### src/rtl/wb_trace_pkg.sv
// Shared types for the write-back trace buffer: FSM encoding and FIFO entry layout.
package wb_trace_pkg;

   localparam int unsigned XLEN    = 32;
   localparam int unsigned ENTRY_W = 64;

   typedef enum logic [1:0] {
      ST_IDLE    = 2'd0,
      ST_ARMED   = 2'd1,
      ST_CAPTURE = 2'd2,
      ST_DONE    = 2'd3
   } state_e;

   typedef struct packed {
      logic [XLEN-1:0] pc;
      logic [XLEN-1:0] data;
   } entry_t;

endpackage

### src/rtl/wb_trace_fifo.sv
// Synchronous FIFO with registered read port; a push while full is accepted only alongside a pop.
module wb_trace_fifo
   import wb_trace_pkg::*;
#(
   parameter int unsigned DEPTH = 16,
   parameter int unsigned AW    = 4
) (
   input  logic          clk,
   input  logic          rst_n,
   input  logic          push,
   input  entry_t        push_data,
   input  logic          pop_req,
   output logic          push_ok_c,
   output logic [AW:0]   count_next_c,
   output logic          rd_valid,
   output entry_t        rd_data,
   output logic [AW:0]   count,
   output logic          full,
   output logic          empty
);

   localparam int unsigned CW = AW + 1;

   entry_t          mem_q [DEPTH];
   logic [AW-1:0]   wr_ptr_q, wr_ptr_d;
   logic [AW-1:0]   rd_ptr_q, rd_ptr_d;
   logic [CW-1:0]   count_q, count_d;
   logic            full_q, full_d;
   logic            empty_q, empty_d;
   logic            rd_valid_q, rd_valid_d;
   entry_t          rd_data_q, rd_data_d;
   logic            pop_c;

   always_comb begin
      pop_c      = pop_req && !empty_q;
      push_ok_c  = push && (!full_q || pop_c);
      wr_ptr_d   = wr_ptr_q;
      rd_ptr_d   = rd_ptr_q;
      count_d    = count_q;
      rd_valid_d = pop_c;
      rd_data_d  = rd_data_q;
      if (push_ok_c) wr_ptr_d = wr_ptr_q + AW'(1);
      if (pop_c) begin
         rd_ptr_d  = rd_ptr_q + AW'(1);
         rd_data_d = mem_q[rd_ptr_q];
      end
      case ({push_ok_c, pop_c})
         2'b10:   count_d = count_q + CW'(1);
         2'b01:   count_d = count_q - CW'(1);
         default: count_d = count_q;
      endcase
      full_d       = (count_d == CW'(DEPTH));
      empty_d      = (count_d == '0);
      count_next_c = count_d;
   end

   // Storage has no reset; contents are meaningless until written.
   always_ff @(posedge clk) begin
      if (push_ok_c) mem_q[wr_ptr_q] <= push_data;
   end

   always_ff @(posedge clk or negedge rst_n) begin
      if (!rst_n) begin
         wr_ptr_q   <= '0;
         rd_ptr_q   <= '0;
         count_q    <= '0;
         full_q     <= 1'b0;
         empty_q    <= 1'b1;
         rd_valid_q <= 1'b0;
         rd_data_q  <= '0;
      end else begin
         wr_ptr_q   <= wr_ptr_d;
         rd_ptr_q   <= rd_ptr_d;
         count_q    <= count_d;
         full_q     <= full_d;
         empty_q    <= empty_d;
         rd_valid_q <= rd_valid_d;
         rd_data_q  <= rd_data_d;
      end
   end

   assign rd_valid = rd_valid_q;
   assign rd_data  = rd_data_q;
   assign count    = count_q;
   assign full     = full_q;
   assign empty    = empty_q;

endmodule

### src/rtl/wb_trace_buffer.sv
// Write-back trace capture: arms on a trigger PC, then logs (PC, data) pairs into a drainable FIFO.
module wb_trace_buffer
   import wb_trace_pkg::*;
#(
   parameter int unsigned DEPTH = 16,
   parameter int unsigned AW    = 4
) (
   input  logic             Clk,
   input  logic             Reset,
   input  logic [XLEN-1:0]  PC_Counter,
   input  logic [XLEN-1:0]  Reg_Write,
   input  logic             RegWrite_or,
   input  logic             Arm,
   input  logic [XLEN-1:0]  Trig_PC,
   input  logic             Stop_On_Full,
   input  logic             Rd_En,
   output logic             Rd_Valid,
   output logic [XLEN-1:0]  Rd_PC,
   output logic [XLEN-1:0]  Rd_Data,
   output logic [AW:0]      Count,
   output logic             Full,
   output logic             Empty,
   output logic             Overflow,
   output logic [1:0]       State
);

   localparam int unsigned CW = AW + 1;

   state_e           state_q, state_d;
   logic [XLEN-1:0]  trig_pc_q, trig_pc_d;
   logic             sof_q, sof_d;
   logic             overflow_q, overflow_d;
   logic             trig_hit_c, push_c, push_ok_c, drop_c;
   logic [AW:0]      count_next_c;
   entry_t           push_entry, rd_entry;

   assign push_entry = '{pc: PC_Counter, data: Reg_Write};

   always_comb begin
      trig_hit_c = (PC_Counter == trig_pc_q);
      push_c     = RegWrite_or &&
                   ((state_q == ST_CAPTURE) || ((state_q == ST_ARMED) && trig_hit_c));
      drop_c     = push_c && !push_ok_c;
      state_d    = state_q;
      trig_pc_d  = trig_pc_q;
      sof_d      = sof_q;
      overflow_d = overflow_q;
      case (state_q)
         ST_IDLE: begin
            if (Arm) begin
               state_d   = ST_ARMED;
               trig_pc_d = Trig_PC;
               sof_d     = Stop_On_Full;
            end
         end
         ST_ARMED: begin
            if (trig_hit_c) state_d = ST_CAPTURE;
         end
         ST_CAPTURE: state_d = ST_CAPTURE;
         ST_DONE: begin
            if (Arm) begin
               state_d    = ST_ARMED;
               trig_pc_d  = Trig_PC;
               sof_d      = Stop_On_Full;
               overflow_d = 1'b0;
            end
         end
         default: state_d = ST_IDLE;
      endcase
      if (drop_c) overflow_d = 1'b1;
      // Stop-on-full mode ends the capture once the FIFO fills (or a capture had to be dropped).
      if (sof_q && push_c && (drop_c || (count_next_c == CW'(DEPTH)))) state_d = ST_DONE;
   end

   always_ff @(posedge Clk or negedge Reset) begin
      if (!Reset) begin
         state_q    <= ST_IDLE;
         trig_pc_q  <= '0;
         sof_q      <= 1'b0;
         overflow_q <= 1'b0;
      end else begin
         state_q    <= state_d;
         trig_pc_q  <= trig_pc_d;
         sof_q      <= sof_d;
         overflow_q <= overflow_d;
      end
   end

   wb_trace_fifo #(.DEPTH(DEPTH), .AW(AW)) u_fifo (
      .clk          (Clk),
      .rst_n        (Reset),
      .push         (push_c),
      .push_data    (push_entry),
      .pop_req      (Rd_En),
      .push_ok_c    (push_ok_c),
      .count_next_c (count_next_c),
      .rd_valid     (Rd_Valid),
      .rd_data      (rd_entry),
      .count        (Count),
      .full         (Full),
      .empty        (Empty)
   );

   assign Rd_PC    = rd_entry.pc;
   assign Rd_Data  = rd_entry.data;
   assign Overflow = overflow_q;
   assign State    = state_q;

endmodule

### config.mk
export PLATFORM = sky130hd
export DESIGN_NAME = wb_trace_buffer
export DESIGN_NICKNAME = d
export VERILOG_FILES = /design/src/rtl/wb_trace_pkg.sv /design/src/rtl/wb_trace_fifo.sv /design/src/rtl/wb_trace_buffer.sv
export SDC_FILE = /design/constraint.sdc
export NUM_CORES = 1
export LEC_CHECK = 0
export BUFFER_PORTS_ARGS = -buffer_cell sky130_fd_sc_hd__buf_2
export CAP_MARGIN = 20
export CORE_MARGIN = 8
export CORE_UTILIZATION = 50
export CTS_CLUSTER_DIAMETER = 30
export DETAILED_ROUTE_END_ITERATION = 10
export GPL_ROUTABILITY_DRIVEN = 0
export HOLD_SLACK_MARGIN = 0.03
export PLACE_DENSITY = 0.67
export SLEW_MARGIN = 20
export SYNTH_ARGS = -nofsm -noshare
export SYNTH_HDL_FRONTEND = slang
export SYNTH_SLANG_ARGS = --single-unit
### constraint.sdc
create_clock -name Clk -period 10.55 [get_ports Clk]
set_input_delay 0.5275 -clock Clk [delete_from_list [all_inputs] [get_ports Clk]]
set_output_delay 0.5275 -clock Clk [all_outputs]
set_load 0.02 [all_outputs]
==> metrics.md, run 1 <==
| Metric | Value |
|---|---|
| Total Routing Usage GR | `21.1%` |
| Worst slew margin | `approximately 23%` |
| Synthesized flop and latch total | `1140` |
| Final setup TNS | `0 ns` |
| Status | `finished clean` |
| Remaining antenna violation count | `0` |
| H-tree depth | `4` |
| Synth top area cells | `edfxtp_1 (71%), mux4_2 (15%), dfrtp_1 (6.6%), nand2_1 (1.7%), mux2_2 (0.88%)` |
| Final #Nets | `2409` |
| CP max FO | `19` |
| Filler instances | `5867` |
| Mean post-synth cell area | `22.3 um^2` |
| CP required | `11.25 ns` |
| Clock slew at reported path FFs | `roughly 0.05 ns` |
| CTS Buffer Depth | `3` |
| Asr flop ratio synth | `between 10 and 15%` |
| Via density | `5.84` |
| Leak Pwr | `18.2 nW` |
| Final instance area | `52900 um^2` |
| Initial core utilization | `50.4%` |
| Drt initial violations | `1977` |
| # setup viols final | `0` |
| Clk sink count | `1140` |
| Grt total ovfl | `0` |
| Yosys cell types | `49` |
| Growth of design area from synthesis to finish | `21.3%` |
| Cts bufs inserted | `around 200` |
| Count of flip-flops with a built-in enable after synthesis | `roughly 1000` |
| CTS tree | `built` |
| Most frequent cells after synthesis | `edfxtp_1 (1024), mux4_2 (300), nand2_1 (193)` |
| Synthesized area | `43600 um^2` |
| Drt total wl | `102000 um` |
| Clock latency on the worst-skew pair | `0.78 ns` |
| Hold path depth | `2` |
| WL/cell | `28.1 um` |
| DIE AREA | `96900 um^2` |
| FP Rows | `108` |
| VDD IR-drop max | `between 150 and 200 uV` |
| Hold Crit Class | `primary input to register` |
| 1st-pass router iterations | `5` |
| Die H | `311 um` |
| Slew Limit Fails | `0` |
| Hold EP | `trig_pc_q[1]$_DFFE_PN0P_` |
| Syn Nets | `roughly 2100` |
| Seq/Total Area, Yosys | `77.2%` |
| FMAX | `184 MHz` |
| Mapped Cells | `slightly below 2000` |
| Setup Buffers After CTS | `0` |
| Max-cap violation count | `0` |
| R2R depth | `15` |
| Minimum clock period | `about 5.4 ns` |
| Clock Skews | `0.0617 ns` |
| Post-synth top area share | `a little over two thirds` |
| Largest net degree at the start of global routing | `133` |
| Synth Warn # | `0` |
| Hold_sp | `Trig_PC[1]` |
| Clock Root Buffer | `clkbuf_16` |
| Count leader, synth | `edfxtp_1` |
| Data arrival, critical path | `6.15 ns` |
| DR DRC count | `0` |
| Final Hold Viols | `0` |
| Worst Path Class, Setup | `register to register` |
| Reg-to-reg critical path startpoint | `trig_pc_q[3]$_DFFE_PN0P_` |
| Worst slew pin tran | `1.16 ns` |
| Port Buf Inserts | `176` |
| Detailed-route via count | `about 21000` |
| Core area | `86600 um^2` |
| Post-CTS sizing | `0` |
| R2r endpoint | `State[1]$_DFFE_PN0P_` |
| Share of cells above drive strength 1 | `36.1%` |
| Tcrit/Tclk final | `51.6%` |
| Crit. End Element | `register` |
| Hold Buf Count CTS | `32` |
| Most common flop cell mapped by yosys | `edfxtp_1` |
| Post-layout util | `61.1%` |
| First-pass GRT wire length | `152000 um` |
| Power Density | `between 200 and 300 nW/um^2` |
| Number of top-level pins | `177` |
| RSZ-0062 raised after global routing | `false` |
| Post-DP HPWL | `around 53000 um` |
| Initial antenna violation count | `17` |
| Die X | `roughly 310 um` |
| CP startpoint kind | `register` |
| FF-to-FF setup slack | `roughly 5.1 ns` |
| Vias in the first global route | `23000` |
| Post-synth top area cell | `edfxtp_1` |
| DP Area | `45700 um^2` |
metrics by stage:
step                      instances  hold WS [ns]  setup slack [ns]  total power [W]
after floorplan                1957         0.232              2.25          0.00838
after global placement         3219         0.453              5.10          0.00940
after detailed placement       3219         0.456              4.96          0.00946
after CTS                      3618        0.0336              5.27           0.0158
after global routing           3623        0.0468              4.78           0.0163
final                          3626        0.0765              5.10           0.0157
layout make-up:
cell class	count	area [um^2]	share of cell area, %
antenna	6	15.0	0.0284
clock buffer	225	5080	9.59
sequential	1140	33700	63.6
timing repair buffer	240	1500	2.84
clock inverter	142	1720	3.24
tap	1155	1450	2.73
inverter	8	32.5	0.0615
multi-input combinational	710	9460	17.9
layer usage:
metal | wire length, um | global-route usage (%) | part of all wire, % | up-vias
li1 | - | - | - | 8846
met1 | 41600 | 28.3 | 41 | 11300
met2 | 50600 | 34.0 | 50 | 857
met3 | 7630 | 5.72 | 7.5 | 150
met4 | 1960 | 6.51 | 1.9 | 10
met5 | 68 | 0 | 0.067 | -
cell families (layout without fill, tap and decap cells):
logic type               after synthesis  in the layout  synth area share (%)
XOR/XNOR                              44             44                 0.884
flip-flops                          1140           1140                  77.2
AND/OR/NAND/NOR                      241            241                  2.48
adder cells (fa/ha/maj)               12             12                 0.344
AO/OA/AOI/OAI                         57             57                 0.901
multiplexers                         356            356                  16.9
other                                  0              6                     0
buffers and inverters                107            615                  1.35
state kept, by name, indices dropped and copies added, names as in the netlist:
register and flops:
Overflow 1, sof_q 1, u_fifo.rd_valid 1, trig_pc_q 32, u_fifo.mem_q 1024, u_fifo.wr_ptr_q 4, u_fifo.empty 1, u_fifo.full 1
u_fifo.count 5, u_fifo.rd_data 64, u_fifo.rd_ptr_q 4, State 2
where the power goes:
group          internal, W  total (W)  leakage [nW]  switching (W)
registers          0.00551    0.00582          10.7       0.000303
logic              0.00162    0.00354          4.24        0.00192
clock network      0.00408    0.00633          3.21        0.00225
total               0.0112     0.0157          18.2        0.00447
how the worst max path moves through the flow:
stage / from / to / slack, ns / depth (start not counted)
finish: trig_pc_q[3]$_DFFE_PN0P_ / State[1]$_DFFE_PN0P_ / 5.10 / 15
global route: trig_pc_q[3]$_DFFE_PN0P_ / State[1]$_DFFE_PN0P_ / 4.78 / 15
CTS: trig_pc_q[3]$_DFFE_PN0P_ / State[1]$_DFFE_PN0P_ / 5.27 / 15
detailed placement: PC_Counter[3] / State[1]$_DFFE_PN0P_ / 4.96 / 16
global placement: PC_Counter[3] / State[1]$_DFFE_PN0P_ / 5.10 / 16
floorplan: PC_Counter[28] / u_fifo.mem_q[3][0]$_DFFE_PP_ / 2.25 / 6
placed cells by master (no fill, tap or decap), types with 6 or more instances in the layout:
cell              n
and4b_4           8
buf_2           175
buf_4            28
bufinv_16        24
clkbuf_1         25
clkbuf_16       198
clkinv_1         19
clkinv_16         7
clkinv_2         29
clkinv_4         19
clkinvlp_4       31
dfrtp_1         112
diode_2           6
dlygate4sd3_1    32
edfxtp_1       1024
ha_1             12
inv_1             6
inv_6             7
mux2_2           34
mux2i_1          21
mux4_2          300
nand2_1         193
nand4_1           9
o21ai_1          20
o221ai_1         20
xnor2_1          38
xor2_1            6
worst max-delay path, cell delays in order, from the launching register on:
cell	delay, ns
dfrtp_1	0.39
xnor2_1	0.46
nand4_1	0.26
nor4_1	0.92
a41oi_1	0.38
nor2_2	0.78
inv_1	0.17
ha_1	0.38
xor2_1	0.21
ha_1	0.24
o21a_1	0.18
o21a_1	0.18
o32ai_1	0.15
xor2_1	0.32
a31oi_1	0.15
o211ai_1	0.19
No activity file was read; power rests on OpenSTA's default activity.
==> inputs of run 2 (changes only) <==
==> constraint.sdc (replaced) <==
create_clock -name Clk -period 5.36 [get_ports Clk]
set_input_delay 0.268 -clock Clk [delete_from_list [all_inputs] [get_ports Clk]]
set_output_delay 0.268 -clock Clk [all_outputs]
set_load 0.02 [all_outputs]
==> run 2 against run 1 <==
  * Setup slack got worse by 4.3 ns
  * Critical path depth did not move
  * Combinational power rose by 100%
  * Global-route usage rose by 0.16 points
  * Clock skew fell by 0.0016 ns
  * Worst hold slack improved by 0.053 ns
  * Routed wire length rose by 1.2%
  * Highest routed layer unchanged
==> metrics.md, run 2 (synthesized netlist as in run 1, its figures left out) <==
| Metric | Value |
|---|---|
| Leak Pwr | `18.9 nW (+4.2%)` |
| Most common cell after layout, fill and taps aside | `edfxtp_1` |
| Biggest register | `u_fifo.mem_q` |
| FF-to-FF setup slack | `0.81 ns (-4.29 ns)` |
| Drt total wl | `103000 um (+1.2%)` |
| Wire length on met2 | `51100 um (+0.88%)` |
| Crit. End Element | `register` |
| Core area | `86600 um^2 (unchanged)` |
| Clock Skews | `0.0602 ns (-0.00155 ns)` |
| Drt initial violations | `1866 (-5.6%)` |
| DIE AREA | `96900 um^2 (unchanged)` |
| Clock Root Buffer | `clkbuf_16` |
| Initial core utilization | `50.4% (unchanged)` |
| CTS tree | `built` |
| Initial antenna violation count | `4 (-13)` |
| Share of cells above drive strength 1 | `36.8% (+0.67 points)` |
| FMAX | `220 MHz (+20%)` |
| Number of top-level pins | `177 (unchanged)` |
| Clock slew at reported path FFs | `0.06 ns (about the same)` |
| Slew Limit Fails | `0 (unchanged)` |
| Die X | `311 um (unchanged)` |
| WL/cell | `27.5 um (-1.9%)` |
| Setup crit start | `trig_pc_q[3]$_DFFE_PN0P_` |
| Vias in the first global route | `23500 (+2.4%)` |
| CP delay by family, top | `compound AO/OA/AOI/OAI gates` |
| Growth of design area from synthesis to finish | `24.8%` |
| FP Rows | `108 (unchanged)` |
| R2r endpoint | `State[1]$_DFFE_PN0P_` |
| M1 WL | `42700 um (+2.7%)` |
| Data arrival, critical path | `5.25 ns (-0.90 ns)` |
| Grt total ovfl | `0 (unchanged)` |
| Final Hold Viols | `0 (unchanged)` |
| Largest net degree at the start of global routing | `103 (-23%)` |
| Via density | `5.77 (-1.2%)` |
| Power Density | `584 nW/um^2 (+97%)` |
| 1st-pass router iterations | `5 (unchanged)` |
| VDD IR-drop max | `363 uV (+91%)` |
| Uppermost routed layer | `met5` |
| RSZ-0062 raised after global routing | `false` |
| Hold Crit Class | `primary input to asynchronous set/reset pin` |
| Cts bufs inserted | `202 (+3.6%)` |
| Detailed-route via count | `21600 (+2.0%)` |
| Worst path cell trace | `xnor2_1, nand4_1, nor4_1, a41oi_1, nor2_2, inv_1, ha_1, xor2_1, ha_1, o21a_1, o21a_1, o32ai_1, xor2_1, a31oi_1, o211ai_1` |
| R2R depth | `15 (unchanged)` |
| Tcrit/Tclk final | `84.9% (+33 points)` |
| Total Routing Usage GR | `21.3% (+0.16 points)` |
| CP max FO | `9 (-10)` |
| Max-cap violation count | `0 (unchanged)` |
| Critical path's slowest cell | `nor4_1` |
| Clk sink count | `1140 (unchanged)` |
| Final #Nets | `2516 (+4.4%)` |
| Worst slew margin | `32.5% (+9.8 points)` |
| Die H | `311 um (unchanged)` |
| Max reg flops | `1024 (unchanged)` |
| Worst slew pin tran | `1.01 ns (-0.147 ns)` |
| Port Buf Inserts | `176 (unchanged)` |
| Worst path max stage delay | `0.75 ns (-0.17 ns)` |
| Most frequent cells in the layout | `edfxtp_1 (1024), mux4_2 (300), clkbuf_16 (206)` |
| First-pass GRT wire length | `154000 um (+1.2%)` |
| DR DRC count | `0 (unchanged)` |
| # setup viols final | `0 (unchanged)` |
| Status | `finished clean` |
| Post-layout util | `62.8% (+1.8 points)` |
| Crit path buf inv count | `1 (unchanged)` |
| Post-CTS sizing | `0 (unchanged)` |
| Minimum clock period | `4.55 ns (-0.897 ns)` |
| Clock latency on the worst-skew pair | `0.78 ns (about the same)` |
| Setup Buffers After CTS | `0 (unchanged)` |
| CTS Buffer Depth | `3 (unchanged)` |
| Met3 wire length | `6740 um (-12%)` |
| CP required | `6.05 ns (-5.20 ns)` |
| Total power | `0.0318 W (+100%)` |
| Worst Path Class, Setup | `register to register` |
| Hold Slack | `0.130 ns (+0.0534 ns)` |
| Post-DP HPWL | `56300 um (+6.7%)` |
| H-tree depth | `4 (unchanged)` |
| Remaining antenna violation count | `0 (unchanged)` |
| Reg-to-reg critical path startpoint | `trig_pc_q[3]$_DFFE_PN0P_` |
| CP startpoint kind | `register` |
-- run 2: changes by cell type in the layout (fill, tap and decap cells not counted), moves of 4 or more --
cell	before	now
clkinv_1	19	11
clkbuf_16	198	206
bufinv_16	24	28
inv_8	1	5
clkinvlp_4	31	18
inv_6	7	30
clkinv_2	29	25
buf_4	28	46
buf_12	1	16
clkinv_4	19	26
dlygate4sd3_1	32	101
-- run 2: metrics by stage --
step / instances / setup WS (ns) / cell area [um^2] / TNS (ns)
2_1_floorplan: 1957 / -0.322 / 43600 / -41.16
3_3_place_gp: 3251 / 1.08 / 46200 / 0
3_5_place_dp: 3251 / 0.863 / 46200 / 0
4_1_cts: 3737 / 0.895 / 54400 / 0
5_1_grt: 3740 / 0.627 / 54400 / 0
6_report: 3741 / 0.808 / 54400 / 0
-- run 2: what timing repair did --
action	CTS	global route
setup endpoints to repair	0	0
hold buffers	101	0
hold endpoints to repair	1129	0
-- run 2: layer usage --
| metal | global-route usage, % | up-vias |
|---|---|---|
| li1 | - | 9086 |
| met5 | 0 | - |
| met1 | 28.7 | 11500 |
| met3 | 4.85 | 167 |
| met2 | 34.5 | 839 |
| met4 | 7.10 | 2 |
-- run 2: worst max path at each step --
stage,endpoint,slack (ns),depth (start not counted)
6_report,State[1]$_DFFE_PN0P_,0.81,15
5_1_grt,State[1]$_DFFE_PN0P_,0.63,15
4_1_cts,State[1]$_DFFE_PN0P_,0.89,15
3_5_place_dp,State[1]$_DFFE_PN0P_,0.86,16
3_3_place_gp,State[1]$_DFFE_PN0P_,1.08,16
2_1_floorplan,u_fifo.mem_q[1][0]$_DFFE_PP_,-0.32,6
-- run 2: worst register-to-register path, stage by stage, from the launching register on --
cell	delay, ns
dfrtp_1	0.40
xnor2_1	0.34
nand4_1	0.28
nor4_1	0.75
a41oi_1	0.36
nor2_2	0.21
inv_1	0.08
ha_1	0.33
xor2_1	0.21
ha_1	0.24
o21a_1	0.20
o21a_1	0.18
o32ai_1	0.19
xor2_1	0.32
a31oi_1	0.16
o211ai_1	0.20
-- run 2: layout make-up --
cell class	instances	area, um^2
Clock buffer	233	5310
Multi-Input combinational cell	710	9460
Tap cell	1155	1450
Inverter	8	35.0
Antenna cell	3	7.51
Sequential cell	1140	33700
Clock inverter	152	1920
Timing Repair Buffer	340	2590
Fill cell	5767	32200
-- run 2: power by group --
part | switching [W] | leakage (nW) | total (W) | internal [W]
Sequential | 0.000567 | 10.7 | 0.0114 | 0.0108
Clock | 0.00462 | 3.48 | 0.0132 | 0.00858
Combinational | 0.00387 | 4.74 | 0.00719 | 0.00332
Total | 0.00905 | 18.9 | 0.0318 | 0.0227
==> inputs of run 3 (changes only) <==
==> constraint.sdc (replaced) <==
create_clock -name Clk -period 4.44 [get_ports Clk]
set_input_delay 0.222 -clock Clk [delete_from_list [all_inputs] [get_ports Clk]]
set_output_delay 0.222 -clock Clk [all_outputs]
set_load 0.02 [all_outputs]
==> run 3 against run 2 <==
  * Final area shrank 0.69%
  * Critical path type unchanged
  * Fmax up 17%
  * Non-clock buffer count is 7 lower
  * Largest power group unchanged
  * Worst hold slack better by 0.011 ns
  * Clock skew is 0.031 ns lower
==> metrics.md, run 3 (synthesized netlist as in run 1, its figures left out) <==
| Metric | Value |
|---|---|
| Initial core utilization | `50.4% (unchanged)` |
| Hold Crit Class | `primary input to register` |
| FP Rows | `108 (unchanged)` |
| H-tree depth | `4 (unchanged)` |
| FMAX | `258 MHz (+17%)` |
| DR DRC count | `0 (unchanged)` |
| CP max FO | `9 (unchanged)` |
| Psw | `0.0106 W (+17%)` |
| Clock Skews | `0.0288 ns (-0.0314 ns)` |
| Biggest register | `u_fifo.mem_q` |
| WL/cell | `27.5 um (-0.25%)` |
| Worst slew pin tran | `1.02 ns (+0.00784 ns)` |
| Post-layout util | `62.4% (-0.43 points)` |
| Sw Share | `28.2% (-0.27 points)` |
| DIE AREA | `96900 um^2 (unchanged)` |
| Share of cells above drive strength 1 | `35.6% (-1.1 points)` |
| Most frequent cells in the layout | `edfxtp_1 (1024), mux4_2 (300), clkbuf_16 (194)` |
| Post-DP HPWL | `53700 um (-4.5%)` |
| Max reg flops | `1024 (unchanged)` |
| Drt initial violations | `2211 (+18%)` |
| Initial antenna violation count | `9 (+5)` |
| Remaining antenna violation count | `0 (unchanged)` |
| # setup viols final | `0 (unchanged)` |
| Grt total ovfl | `0 (unchanged)` |
| Power Density | `692 nW/um^2 (+18%)` |
| Hold_sp | `Rd_En` |
| Crit. End Element | `register` |
| Growth of design area from synthesis to finish | `23.9%` |
| Worst slew margin | `31.9% (-0.52 points)` |
| DP Cell Count | `3245 (-0.18%)` |
| Slew Limit Fails | `0 (unchanged)` |
| Number of top-level pins | `177 (unchanged)` |
| Port Buf Inserts | `176 (unchanged)` |
| Reg-to-reg critical path startpoint | `trig_pc_q[29]$_DFFE_PN0P_` |
| Clock slew at reported path FFs | `0.05 ns (about the same)` |
| Combinational power share | `23.0% (+0.4 points)` |
| Via density | `5.79 (+0.31%)` |
| CP required | `5.11 ns (-0.94 ns)` |
| Detailed-route via count | `21500 (-0.44%)` |
| Worst setup margin | `0.562 ns (-0.246 ns)` |
| Data arrival, critical path | `4.54 ns (-0.71 ns)` |
| CTS tree | `built` |
| Internal | `0.0269 W (+18%)` |
| Die X | `311 um (unchanged)` |
| Clock Root Buffer | `clkbuf_16` |
| Largest net degree at the start of global routing | `80 (-22%)` |
| Place WS | `0.556 ns (-0.307 ns)` |
| CTS Buffer Depth | `3 (unchanged)` |
| Core area | `86600 um^2 (unchanged)` |
| Most common cell after layout, fill and taps aside | `edfxtp_1` |
| Leak Pwr | `18.7 nW (-1.4%)` |
| R2R depth | `16 (+1)` |
| RSZ-0062 raised after global routing | `false` |
| Die H | `311 um (unchanged)` |
| Hold Slack | `0.141 ns (+0.0110 ns)` |
| Clk sink count | `1140 (unchanged)` |
| Tcrit/Tclk final | `87.4% (+2.4 points)` |
| Worst Path Class, Setup | `register to register` |
| Post-CTS sizing | `0 (unchanged)` |
| Non-Filler Instances | `3713 (-0.75%)` |
| Clock latency on the worst-skew pair | `0.76 ns (-0.02 ns)` |
| Status | `finished clean` |
| Max-cap violation count | `0 (unchanged)` |
| Minimum clock period | `3.88 ns (-0.674 ns)` |
| Total Routing Usage GR | `21.1% (-0.20 points)` |
| Cts bufs inserted | `192 (-5.0%)` |
| VDD IR-drop max | `482 uV (+33%)` |
| Power share of the clock group | `40.1% (-1.4 points)` |
| Drt total wl | `102000 um (-1.0%)` |
| Final Hold Viols | `0 (unchanged)` |
| Final #Nets | `2499 (-0.68%)` |
| Hold path depth | `5` |
| 1st-pass router iterations | `5 (unchanged)` |
| Sequential Power Share | `36.8% (+0.9 points)` |
| CP startpoint kind | `register` |
| First-pass GRT wire length | `152000 um (-1.3%)` |
| Setup crit start | `trig_pc_q[29]$_DFFE_PN0P_` |
| Vias in the first global route | `23100 (-1.8%)` |
==> run 3: changes by cell type in the layout (fill, tap and decap cells not counted), sizes merged <==
cell	previous run	this run
clkinv	70	71
clkbuf	233	214
diode	3	5
buf	239	232
inv	44	33
clkinvlp	18	24
==> run 3: path summary, 6_finish.rpt <==
check,endpoint,slack [ns]
max,State[1]$_DFFE_PN0P_,0.56
min,u_fifo.rd_data[46]$_DFFE_PN0P_,0.14
max reg2reg,State[1]$_DFFE_PN0P_,0.56
min reg2reg,u_fifo.rd_data[20]$_DFFE_PN0P_,0.46
max in group asynchronous,u_fifo.empty$_DFF_PN1_,3.17
min in group asynchronous,u_fifo.rd_data[10]$_DFFE_PN0P_,0.16
==> run 3: final cells by class <==
cell class,instances,area [um^2]
flip-flops and latches,1140,33700
clock buffers,214,4940
repair buffers,333,2710
clock inverters,148,1790
fillers,5737,32600
inverters,8,32.5
multi-input cells,710,9460
diodes,5,12.5
well taps,1155,1450
==> run 3: per-stage QoR <==
stage               power, W  instance area, um^2  setup TNS [ns]
detailed placement    0.0226                46300               0
global route          0.0389                54000               0
floorplan             0.0199                43600         -158.92
CTS                   0.0378                54000               0
finish                0.0374                54100               0
global placement      0.0224                46300               0
==> run 3: what timing repair did <==
| action | in CTS | in global routing |
|---|---|---|
| setup endpoints to repair | 0 | 0 |
| endpoints found under the hold margin | 1138 | 0 |
| setup buffers | 0 | 0 |
| hold buffers | 101 | 0 |
==> run 3: power by group through the flow <==
stage                     Clock, W  Sequential (W)  Combinational [W]
final                       0.0150          0.0138            0.00862
after global routing        0.0157          0.0139            0.00923
after CTS                   0.0152          0.0138            0.00879
after detailed placement         0          0.0140            0.00864
after global placement           0          0.0139            0.00854
after floorplan                  0          0.0140            0.00585
==> run 3: layer usage <==
layer / vias up / share of wire (%) / GRT usage (%) / routed length, um
met5: - / 0.038 / 0 / 39
met4: 6 / 2.0 / 6.06 / 2010
met3: 135 / 7.6 / 4.95 / 7720
met2: 888 / 49 / 33.3 / 49600
met1: 11400 / 42 / 29.5 / 42600
li1: 9057 / - / - / -
==> run 3: worst max-delay path: stages, from the launching register on <==
cell and delay [ns]:
dfrtp_1 0.38, xnor2_1 0.29, nand4_1 0.21, nor4_1 0.32
buf_4 0.19, a41oi_1 0.19, nor2_2 0.15, inv_1 0.07
ha_1 0.32, xor2_1 0.21, ha_1 0.22, o21a_1 0.18
o21a_1 0.17, o32ai_1 0.17, xor2_1 0.32, a31oi_1 0.17
o211ai_1 0.21
